===== config.mk =====
export PLATFORM = sky130hd
export DESIGN_NAME = m68k_bus_master
export DESIGN_NICKNAME = d
export VERILOG_FILES = /design/src/rtl/neo_m68k_pkg.sv /design/src/rtl/m68k_bus_timeout.sv /design/src/rtl/m68k_bus_master.sv
export SDC_FILE = /design/constraint.sdc
export NUM_CORES = 1
export LEC_CHECK = 0
export CORE_MARGIN = 4
export CORE_UTILIZATION = 25
export CTS_CLUSTER_DIAMETER = 40
export DETAILED_ROUTE_END_ITERATION = 8
export PLACE_DENSITY_LB_ADDON = 0.08
export SYNTH_ARGS = -nofsm -noshare
export SYNTH_HDL_FRONTEND = slang
export SYNTH_SLANG_ARGS = --single-unit

===== constraint.sdc =====
create_clock -name CLK_68KCLK -period 3.5 [get_ports CLK_68KCLK]
set_input_delay 0.875 -clock CLK_68KCLK [delete_from_list [all_inputs] [get_ports CLK_68KCLK]]
set_output_delay 0.875 -clock CLK_68KCLK [all_outputs]
set_load 0.01 [all_outputs]

===== src/rtl/neo_m68k_pkg.sv =====
// Shared state encoding, timing constants and state-phase decoders for the
// 68000 bus master.
package neo_m68k_pkg;

    localparam int unsigned TIMEOUT_DEFAULT = 64;

    // Each state is one 68000 half-state (one CLK_68KCLK period); SW repeats.
    typedef enum logic [3:0] {
        ST_IDLE,
        ST_S0,
        ST_S1,
        ST_S2,
        ST_S3,
        ST_S4,
        ST_SW,
        ST_S5,
        ST_S6,
        ST_S7
    } bus_state_e;

    function automatic logic as_phase(input bus_state_e s);
        return s inside {ST_S2, ST_S3, ST_S4, ST_SW, ST_S5, ST_S6};
    endfunction

    function automatic logic wr_strobe_phase(input bus_state_e s);
        return s inside {ST_S4, ST_SW, ST_S5, ST_S6};
    endfunction

    function automatic logic rw_low_phase(input bus_state_e s);
        return s inside {ST_S2, ST_S3, ST_S4, ST_SW, ST_S5, ST_S6, ST_S7};
    endfunction

    function automatic logic data_oe_phase(input bus_state_e s);
        return s inside {ST_S3, ST_S4, ST_SW, ST_S5, ST_S6, ST_S7};
    endfunction

    function automatic logic dtack_phase(input bus_state_e s);
        return s inside {ST_S4, ST_SW};
    endfunction

endpackage


===== src/rtl/m68k_bus_timeout.sv =====
// Bus-error watchdog: counts S4/SW clocks spent waiting on nDTACK and flags
// the clock in which the TIMEOUT-th waiting clock occurs.
module m68k_bus_timeout #(
    parameter int unsigned TIMEOUT = 64
) (
    input  logic clk_i,
    input  logic rst_ni,
    input  logic clear_i,
    input  logic count_en_i,
    output logic expired_o
);

    localparam int unsigned CW = (TIMEOUT > 1) ? $clog2(TIMEOUT) : 1;
    localparam logic [CW-1:0] LAST = CW'(TIMEOUT - 1);

    logic [CW-1:0] cnt_q, cnt_d;

    // Expiry is seen combinationally so the abort lands on the TIMEOUT-th clock.
    assign expired_o = count_en_i && (cnt_q == LAST);

    always_comb begin
        cnt_d = cnt_q;
        if (clear_i) begin
            cnt_d = '0;
        end else if (count_en_i && !expired_o) begin
            cnt_d = cnt_q + CW'(1);
        end
    end

    always_ff @(posedge clk_i or negedge rst_ni) begin
        if (!rst_ni) begin
            cnt_q <= '0;
        end else begin
            cnt_q <= cnt_d;
        end
    end

endmodule


===== src/rtl/m68k_bus_master.sv =====
// 68000 asynchronous bus master: runs one read or write bus cycle per command
// with nDTACK wait states and a bus-error timeout.
module m68k_bus_master
    import neo_m68k_pkg::*;
#(
    parameter int unsigned TIMEOUT = TIMEOUT_DEFAULT
) (
    input  logic        CLK_68KCLK,
    input  logic        nRESET,
    input  logic        CMD_REQ,
    input  logic        CMD_RW,
    input  logic [22:0] CMD_ADDR,
    input  logic [1:0]  CMD_BE,
    input  logic [15:0] CMD_WDATA,
    output logic        CMD_BUSY,
    output logic        CMD_DONE,
    output logic        CMD_ERR,
    output logic [15:0] CMD_RDATA,
    output logic [22:0] M68K_ADDR,
    output logic [15:0] M68K_DATA_OUT,
    output logic        DATA_OE,
    input  logic [15:0] M68K_DATA_IN,
    output logic        nAS,
    output logic        nUDS,
    output logic        nLDS,
    output logic        RW,
    input  logic        nDTACK
);

    bus_state_e  state_q, state_d;
    logic        rw_q;
    logic [1:0]  be_q;
    logic [22:0] addr_q;
    logic [15:0] wdata_q;
    logic [15:0] rdata_q;
    logic        nas_q, nuds_q, nlds_q, rw_out_q, oe_q;
    logic        busy_q, done_q, err_q;

    logic        accept, reject;
    logic        waiting, tmo_expired, tmo_abort;
    logic        strobe_on;
    logic [15:0] rdata_masked;

    assign waiting = dtack_phase(state_q);

    m68k_bus_timeout #(
        .TIMEOUT (TIMEOUT)
    ) u_timeout (
        .clk_i      (CLK_68KCLK),
        .rst_ni     (nRESET),
        .clear_i    (!waiting),
        .count_en_i (waiting && nDTACK),
        .expired_o  (tmo_expired)
    );

    assign tmo_abort = waiting && nDTACK && tmo_expired;

    always_comb begin
        state_d = state_q;
        accept  = 1'b0;
        reject  = 1'b0;
        unique case (state_q)
            ST_IDLE: begin
                if (CMD_REQ) begin
                    if (CMD_BE != 2'b00) begin
                        accept  = 1'b1;
                        state_d = ST_S0;
                    end else begin
                        reject  = 1'b1;
                    end
                end
            end
            ST_S0: state_d = ST_S1;
            ST_S1: state_d = ST_S2;
            ST_S2: state_d = ST_S3;
            ST_S3: state_d = ST_S4;
            ST_S4, ST_SW: begin
                if (!nDTACK) begin
                    state_d = ST_S5;
                end else if (tmo_expired) begin
                    state_d = ST_S7;
                end else begin
                    state_d = ST_SW;
                end
            end
            ST_S5: state_d = ST_S6;
            ST_S6: state_d = ST_S7;
            ST_S7: state_d = ST_IDLE;
            default: state_d = ST_IDLE;
        endcase
    end

    // Bus pins are registered from the next state so they track state_q exactly.
    assign strobe_on    = rw_q ? as_phase(state_d) : wr_strobe_phase(state_d);
    assign rdata_masked = {be_q[1] ? M68K_DATA_IN[15:8] : 8'h00,
                           be_q[0] ? M68K_DATA_IN[7:0]  : 8'h00};

    always_ff @(posedge CLK_68KCLK or negedge nRESET) begin
        if (!nRESET) begin
            state_q  <= ST_IDLE;
            rw_q     <= 1'b1;
            be_q     <= '0;
            addr_q   <= '0;
            wdata_q  <= '0;
            rdata_q  <= '0;
            nas_q    <= 1'b1;
            nuds_q   <= 1'b1;
            nlds_q   <= 1'b1;
            rw_out_q <= 1'b1;
            oe_q     <= 1'b0;
            busy_q   <= 1'b0;
            done_q   <= 1'b0;
            err_q    <= 1'b0;
        end else begin
            state_q <= state_d;
            if (accept) begin
                rw_q   <= CMD_RW;
                be_q   <= CMD_BE;
                addr_q <= CMD_ADDR;
                if (!CMD_RW) begin
                    wdata_q <= CMD_WDATA;
                end
            end
            nas_q    <= !as_phase(state_d);
            nuds_q   <= !(strobe_on && be_q[1]);
            nlds_q   <= !(strobe_on && be_q[0]);
            rw_out_q <= !(!rw_q && rw_low_phase(state_d));
            oe_q     <= !rw_q && data_oe_phase(state_d);
            busy_q   <= (state_d != ST_IDLE);
            done_q   <= reject || (state_d == ST_S7);
            err_q    <= reject || tmo_abort;
            if (rw_q && (state_q == ST_S6)) begin
                rdata_q <= rdata_masked;
            end else if (rw_q && tmo_abort) begin
                rdata_q <= '0;
            end
        end
    end

    assign CMD_BUSY      = busy_q;
    assign CMD_DONE      = done_q;
    assign CMD_ERR       = err_q;
    assign CMD_RDATA     = rdata_q;
    assign M68K_ADDR     = addr_q;
    assign M68K_DATA_OUT = wdata_q;
    assign DATA_OE       = oe_q;
    assign nAS           = nas_q;
    assign nUDS          = nuds_q;
    assign nLDS          = nlds_q;
    assign RW            = rw_out_q;

endmodule


Yosys cells after proc, flatten, opt, wreduce, memory -nomap -nowiden --
Cells that the tools add are included.
Operators by class: bitwise operators 1, equal/unequal tests 17, add/subtract/negate cells 1, reductions and logical operators 29, multiplexer cells 18
Operators by type and width (number):
- 4-bit by 3-bit == test with 1-bit output, second input constant | 8
- 16-bit two-way mux | 2
- 4-bit case mux with 8 select lines | 1
- 4-bit two-way mux | 4
- 8-bit two-way mux | 2
- 4-bit by 2-bit == test with 1-bit output, second input constant | 3
- 4-bit == test, second input constant | 3
- 6-bit two-way mux | 2
- 6-bit nonzero test | 2
- 1-bit logical AND | 10
- 4-bit nonzero test | 2
- 1-bit two-way mux | 7
- 7-bit nonzero test | 1
- 6-bit by 1-bit adder with 6-bit output, second input constant | 1
- 6-bit == test, second input constant | 1
- 1-bit zero test | 6
- 2-bit nonzero test | 3
- 4-bit by 1-bit == test with 1-bit output, second input constant | 1
- 4-bit zero test | 1
- 1-bit logical OR | 2
- 2-bit by 1-bit != test with 1-bit output, second input constant | 1
- 2-bit AND reduction | 1
- 2-bit OR reduction | 1
- 1-bit inverter | 1
Word-level totals: register bits after elaboration 76, output and inout port bits 63

Logic depth before layout (Yosys ltp) --
word-level depth 12, mapped depth 7, depth with buffers taken out 5

Modules after synthesis --
Synthesis repeated with hierarchy kept, for this count alone.
Unflattened totals: cell total of the unflattened synthesis 264, area, all modules 3306.9 um^2
By module, submodules not included:
- m68k_bus_master | area each 2932.8 um^2, cells each 222, times used 1
- m68k_bus_timeout | area each 374.1 um^2, cells each 42, times used 1

Worst setup path before layout --
OpenSTA, ideal clock, no wires.
path kind input port to flip-flop, from input port nDTACK, to register rdata_q[6], in the netlist CMD_RDATA[6], setup time 0.121 ns, buffers on the path 1, data required time 3.379 ns, path slack 1.451 ns, data arrival time 1.928 ns, stages on the path 5, path through nand4_1 > nor4_2 > o31ai_4 > buf_6 > a22o_1
Between the ends: cells in the longest elaborated chain, start to end 5
Ends and longest elaborated chain:
- from (decl) | line m68k_bus_master.sv:27 | input logic nDTACK
- 1-bit logical AND * | line m68k_bus_master.sv:52, m68k_bus_master.sv:56
- 1-bit logical AND | line m68k_bus_timeout.sv:19 | assign expired_o = count_en_i && (cnt_q == LAST);
- 1-bit logical AND * | line m68k_bus_master.sv:56 | assign tmo_abort = waiting && nDTACK && tmo_expired;
- 1-bit logical AND * | line m68k_bus_master.sv:134 | end else if (rw_q && tmo_abort) begin
- 2-bit nonzero test (no line) *
- to (signal assigned) | line m68k_bus_master.sv:133 | rdata_q <= rdata_masked;
- to (decl) | line m68k_bus_master.sv:35 | logic [15:0] rdata_q;
Every way passes the cells marked *; elsewhere a longest branch is shown, timed or not. A chain may end at the register's enable or synchronous reset.

Worst setup path after layout --
from input port CMD_BE[1], to register addr_q[0], in the netlist M68K_ADDR[0]
Between the ends: cells in the longest elaborated chain, start to end 4
Ends and longest elaborated chain:
- from (decl) | line m68k_bus_master.sv:13 | input logic [1:0] CMD_BE,
- 2-bit nonzero test | line m68k_bus_master.sv:65 | if (CMD_BE != 2'b00) begin
- 1-bit two-way mux | line m68k_bus_master.sv:65
- 1-bit two-way mux | line m68k_bus_master.sv:64 | if (CMD_REQ) begin
- 1-bit two-way mux | line m68k_bus_master.sv:62 | unique case (state_q)
- to (signal assigned) | line m68k_bus_master.sv:103 | addr_q <= '0;
- to (signal assigned) | line m68k_bus_master.sv:119 | addr_q <= CMD_ADDR;
- to (decl) | line m68k_bus_master.sv:33 | logic [22:0] addr_q;
No other way between the ends.

==> impl_results.md <==
- Total die area: 0.01446 mm²
- #FFs+latches synth: 76
- Vias in the first global route: 2355
- Area of the core: 0.01216 mm²
- Post-synth EDFFs: 0
- Fmax: 413.8 MHz
- Worst Path Required: 3.71 ns
- Worst Skew: 0.006202 ns
- Diodes inserted: 0
- Placed cell count: 508
- Top-Level Pins: 125
- CTS resizes: 0
- Vias: 2284
- H-tree levels: 3
- Max incr delay on CP: 0.46 ns
- WP buf/inv: 2
- Initial Util: 0.2590
- Maximum resistive drop on vdd: 0.3291 mV
- Final worst-path cycle share: 0.6904
- Post-CTS setup buffer count: 0
- Fill cell count: 1193
- Primary FF master, synth: dfrtp_1
- Worst-Skew Late Latency: 0.33 ns
- Post-synthesis sequential area ratio: 0.6059
- Layout cells sized above 1: 0.1882
- Clock sinks: 76
- Wire per inst: 14.97 µm
- Critical path class: input port to flop
- Ys async rst share: 1.000
- Hold Path Class: flop to flop
- Final core utilization: 0.3942
- GRT Residual Overflow: 0
- Max Slew Vio Count: 0
- Number of max-cap violations: 0
- Pwr Density: 775.1 mW/mm²
- # setup viols final: 0
- Die X: 120.2 µm
- Initial antenna violation count: 0
- Post-detailed-route via-to-cell ratio: 4.359
- CP top delay family: buffers and inverters
- Layout Nets: 414
- Die H: 120.2 µm
- Final hold vios: 0
- DR pass1 iterations: 4
- CTS buffer count: 9
- Syn Nets: 291
- WP data arrival: 2.63 ns
- Synth warn: 0
- Site row count: 40
- HPWL after DPL: 5.390 mm
- 1st-iter DRT viols: 67
- Max Root-Sink Buffers: 2
- Tmin final: 2.417 ns
- Rel. slew slack: 0.3447
- Global Route Usage Sum: 0.1111
- Count of cell types in the netlist: 48
- First-pass GRT wire length: 12.46 mm
- Status: finished clean
- CP max FO: 24
- Non-filler cells, final: 524
- RSZ-0062 raised after global routing: false
- Power Total: 0.003716 W
- Residual DRC: 0
- Slew of the pin with the lowest slew margin: 0.9829 ns
- Largest net degree at the start of global routing: 77
- Cts-stage hold buffer count: 0
- TNS Setup: 0 ns
- Synthesized area per cell: 13.81 µm²
- I/O Buffers: 124
- Mapped cell area: 0.003149 mm²
- Total Wirelength: 7.844 mm
- Worst-path cell chain: clkdlybuf4s50_1 > nor2_1 > nand4bb_1 > buf_4 > mux2_2
- Root Buffer: clkbuf_16
- Area contributors post-synth: dfrtp_1 (56%), mux2_2 (15%), a22o_1 (5.3%), dfstp_2 (4.2%), nand2_1 (1.3%)
- Area share of the largest cell type after synthesis: 0.5642
- Leakage power: 2.015 nW
- Worst setup SP type: input port
- ANT nets after route: 0
- Mapped Cells: 228
- Critical path's slowest cell: clkdlybuf4s50_1
- TritonCTS clock tree: yes
- Clock transition at path regs: 0.06 ns
- GPL Wtd Cong: 0.7232
- Crit end category: flop
- Area leader, netlist: dfrtp_1
- Synth-to-Final Area Change: 52.24%
synthesized netlist by cell type (all sizes together), types with 3 or more instances:
| cell type | n |
|---|---|
| dfrtp | 71 |
| mux2 | 41 |
| a22o | 19 |
| nand2 | 11 |
| buf | 9 |
| nor2 | 9 |
| a21oi | 6 |
| dfstp | 5 |
| nand3 | 5 |
| clkbuf | 4 |
| o31ai | 4 |
| a21o | 3 |
| inv | 3 |
| o21ai | 3 |
final cells by class:
class                      count  area (µm²)  area share
sequential                    76        1908      0.3980
timing repair buffer         125        1246      0.2599
multi-input combinational    136        1154      0.2406
clock buffer                  13       250.2     0.05219
tap                          168       210.2     0.04384
clock inverter                 3       15.01    0.003132
inverter                       3       11.26    0.002349
where the power goes:
group	total [W]	switching (W)	leakage, nW	internal, W
Clock	0.000838	0.000342	0.133	0.000496
Sequential	0.00147	0.000253	0.953	0.00122
Combinational	0.00140	0.000540	0.928	0.000863
Total	0.00372	0.00114	2.01	0.00258
state kept, by name, indices dropped and copies added (netlist names):
| name | cells |
|---|---|
| CMD_BUSY | 1 |
| CMD_DONE | 1 |
| CMD_ERR | 1 |
| CMD_RDATA | 16 |
| DATA_OE | 1 |
| M68K_ADDR | 23 |
| M68K_DATA_OUT | 16 |
| RW | 1 |
| be_q | 2 |
| nAS | 1 |
| nLDS | 1 |
| nUDS | 1 |
| rw_q | 1 |
| state_q | 4 |
| u_timeout.cnt_q | 6 |
cell families (layout without fill, tap and decap cells):
group	count (synthesis)	after routing	share of synthesized area
DFF	76	76	0.6059
and+or+nand+nor	45	45	0.09019
AOI/OAI and AO/OA	44	44	0.1108
muxes	42	42	0.1498
buffers and inverters	16	144	0.02781
xor gates and xnor gates	3	3	0.008345
adders and majority gates	2	2	0.007151
placed cells by master (no fill, tap or decap), types with 2 or more instances in the layout:
| cell | Yosys | final |
|---|---|---|
| a21oi_1 | 6 | 6 |
| a211oi_1 | 2 | 2 |
| nand4_1 | 2 | 2 |
| inv_1 | 3 | 3 |
| clkbuf_1 | 3 | 3 |
| nand3_1 | 5 | 5 |
| dfrtp_1 | 71 | 71 |
| clkinv_2 | 0 | 3 |
| nand2_1 | 11 | 11 |
| xor2_1 | 2 | 2 |
| and2_1 | 2 | 2 |
| o21ai_0 | 2 | 2 |
| o31ai_1 | 3 | 3 |
| nand2b_1 | 2 | 2 |
| clkdlybuf4s50_1 | 0 | 123 |
| clkbuf_16 | 0 | 9 |
| nor2_1 | 8 | 8 |
| and3_1 | 2 | 2 |
| or4_1 | 2 | 2 |
| a22o_1 | 19 | 19 |
| dfstp_2 | 5 | 5 |
| buf_4 | 1 | 2 |
| mux2_2 | 41 | 41 |
| a21o_1 | 3 | 3 |
per-stage QoR:
step           instance area, µm²  setup WS, ns  hold slack [ns]
2_1_floorplan                3149         1.451           0.3863
3_3_place_gp                 4529        0.7385           0.4539
3_5_place_dp                 4529        0.7167           0.4459
4_1_cts                      4795         1.082           0.4611
5_1_grt                      4795        0.9952           0.4764
6_report                     4795         1.083           0.4532
worst register-to-register path, delay by kind of cell (launching register included):
family	cells	cell delay (ns)
AND/OR/NAND/NOR	3	1.02
multiplexers	1	0.38
flip-flops	1	0.55
path summary, 6_finish.rpt:
| kind | start | slack (ns) | end | cells past startpoint |
|---|---|---|---|---|
| max reg2reg | state_q[1] | 1.44 | M68K_DATA_OUT[14] | 4 |
| min reg2reg | be_q[0] | 0.45 | nLDS | 1 |
| min | be_q[0] | 0.45 | nLDS | 1 |
| max in group asynchronous | nRESET | 2.15 | u_timeout.cnt_q[0] | 1 |
| max | CMD_BE[1] | 1.08 | M68K_ADDR[0] | 5 |
| min in group asynchronous | nRESET | 0.68 | CMD_RDATA[3] | 1 |
layer usage:
| layer | vias up | global-route usage | part of all wire |
|---|---|---|---|
| met2 | 90 | 0.1549 | 0.42 |
| met4 | 0 | 0.03824 | 0.014 |
| met5 | - | 0 | 0 |
| li1 | 1078 | - | - |
| met3 | 10 | 0.06969 | 0.12 |
| met1 | 1106 | 0.1398 | 0.45 |
Note: power is estimated with default switching activity, not from simulation.
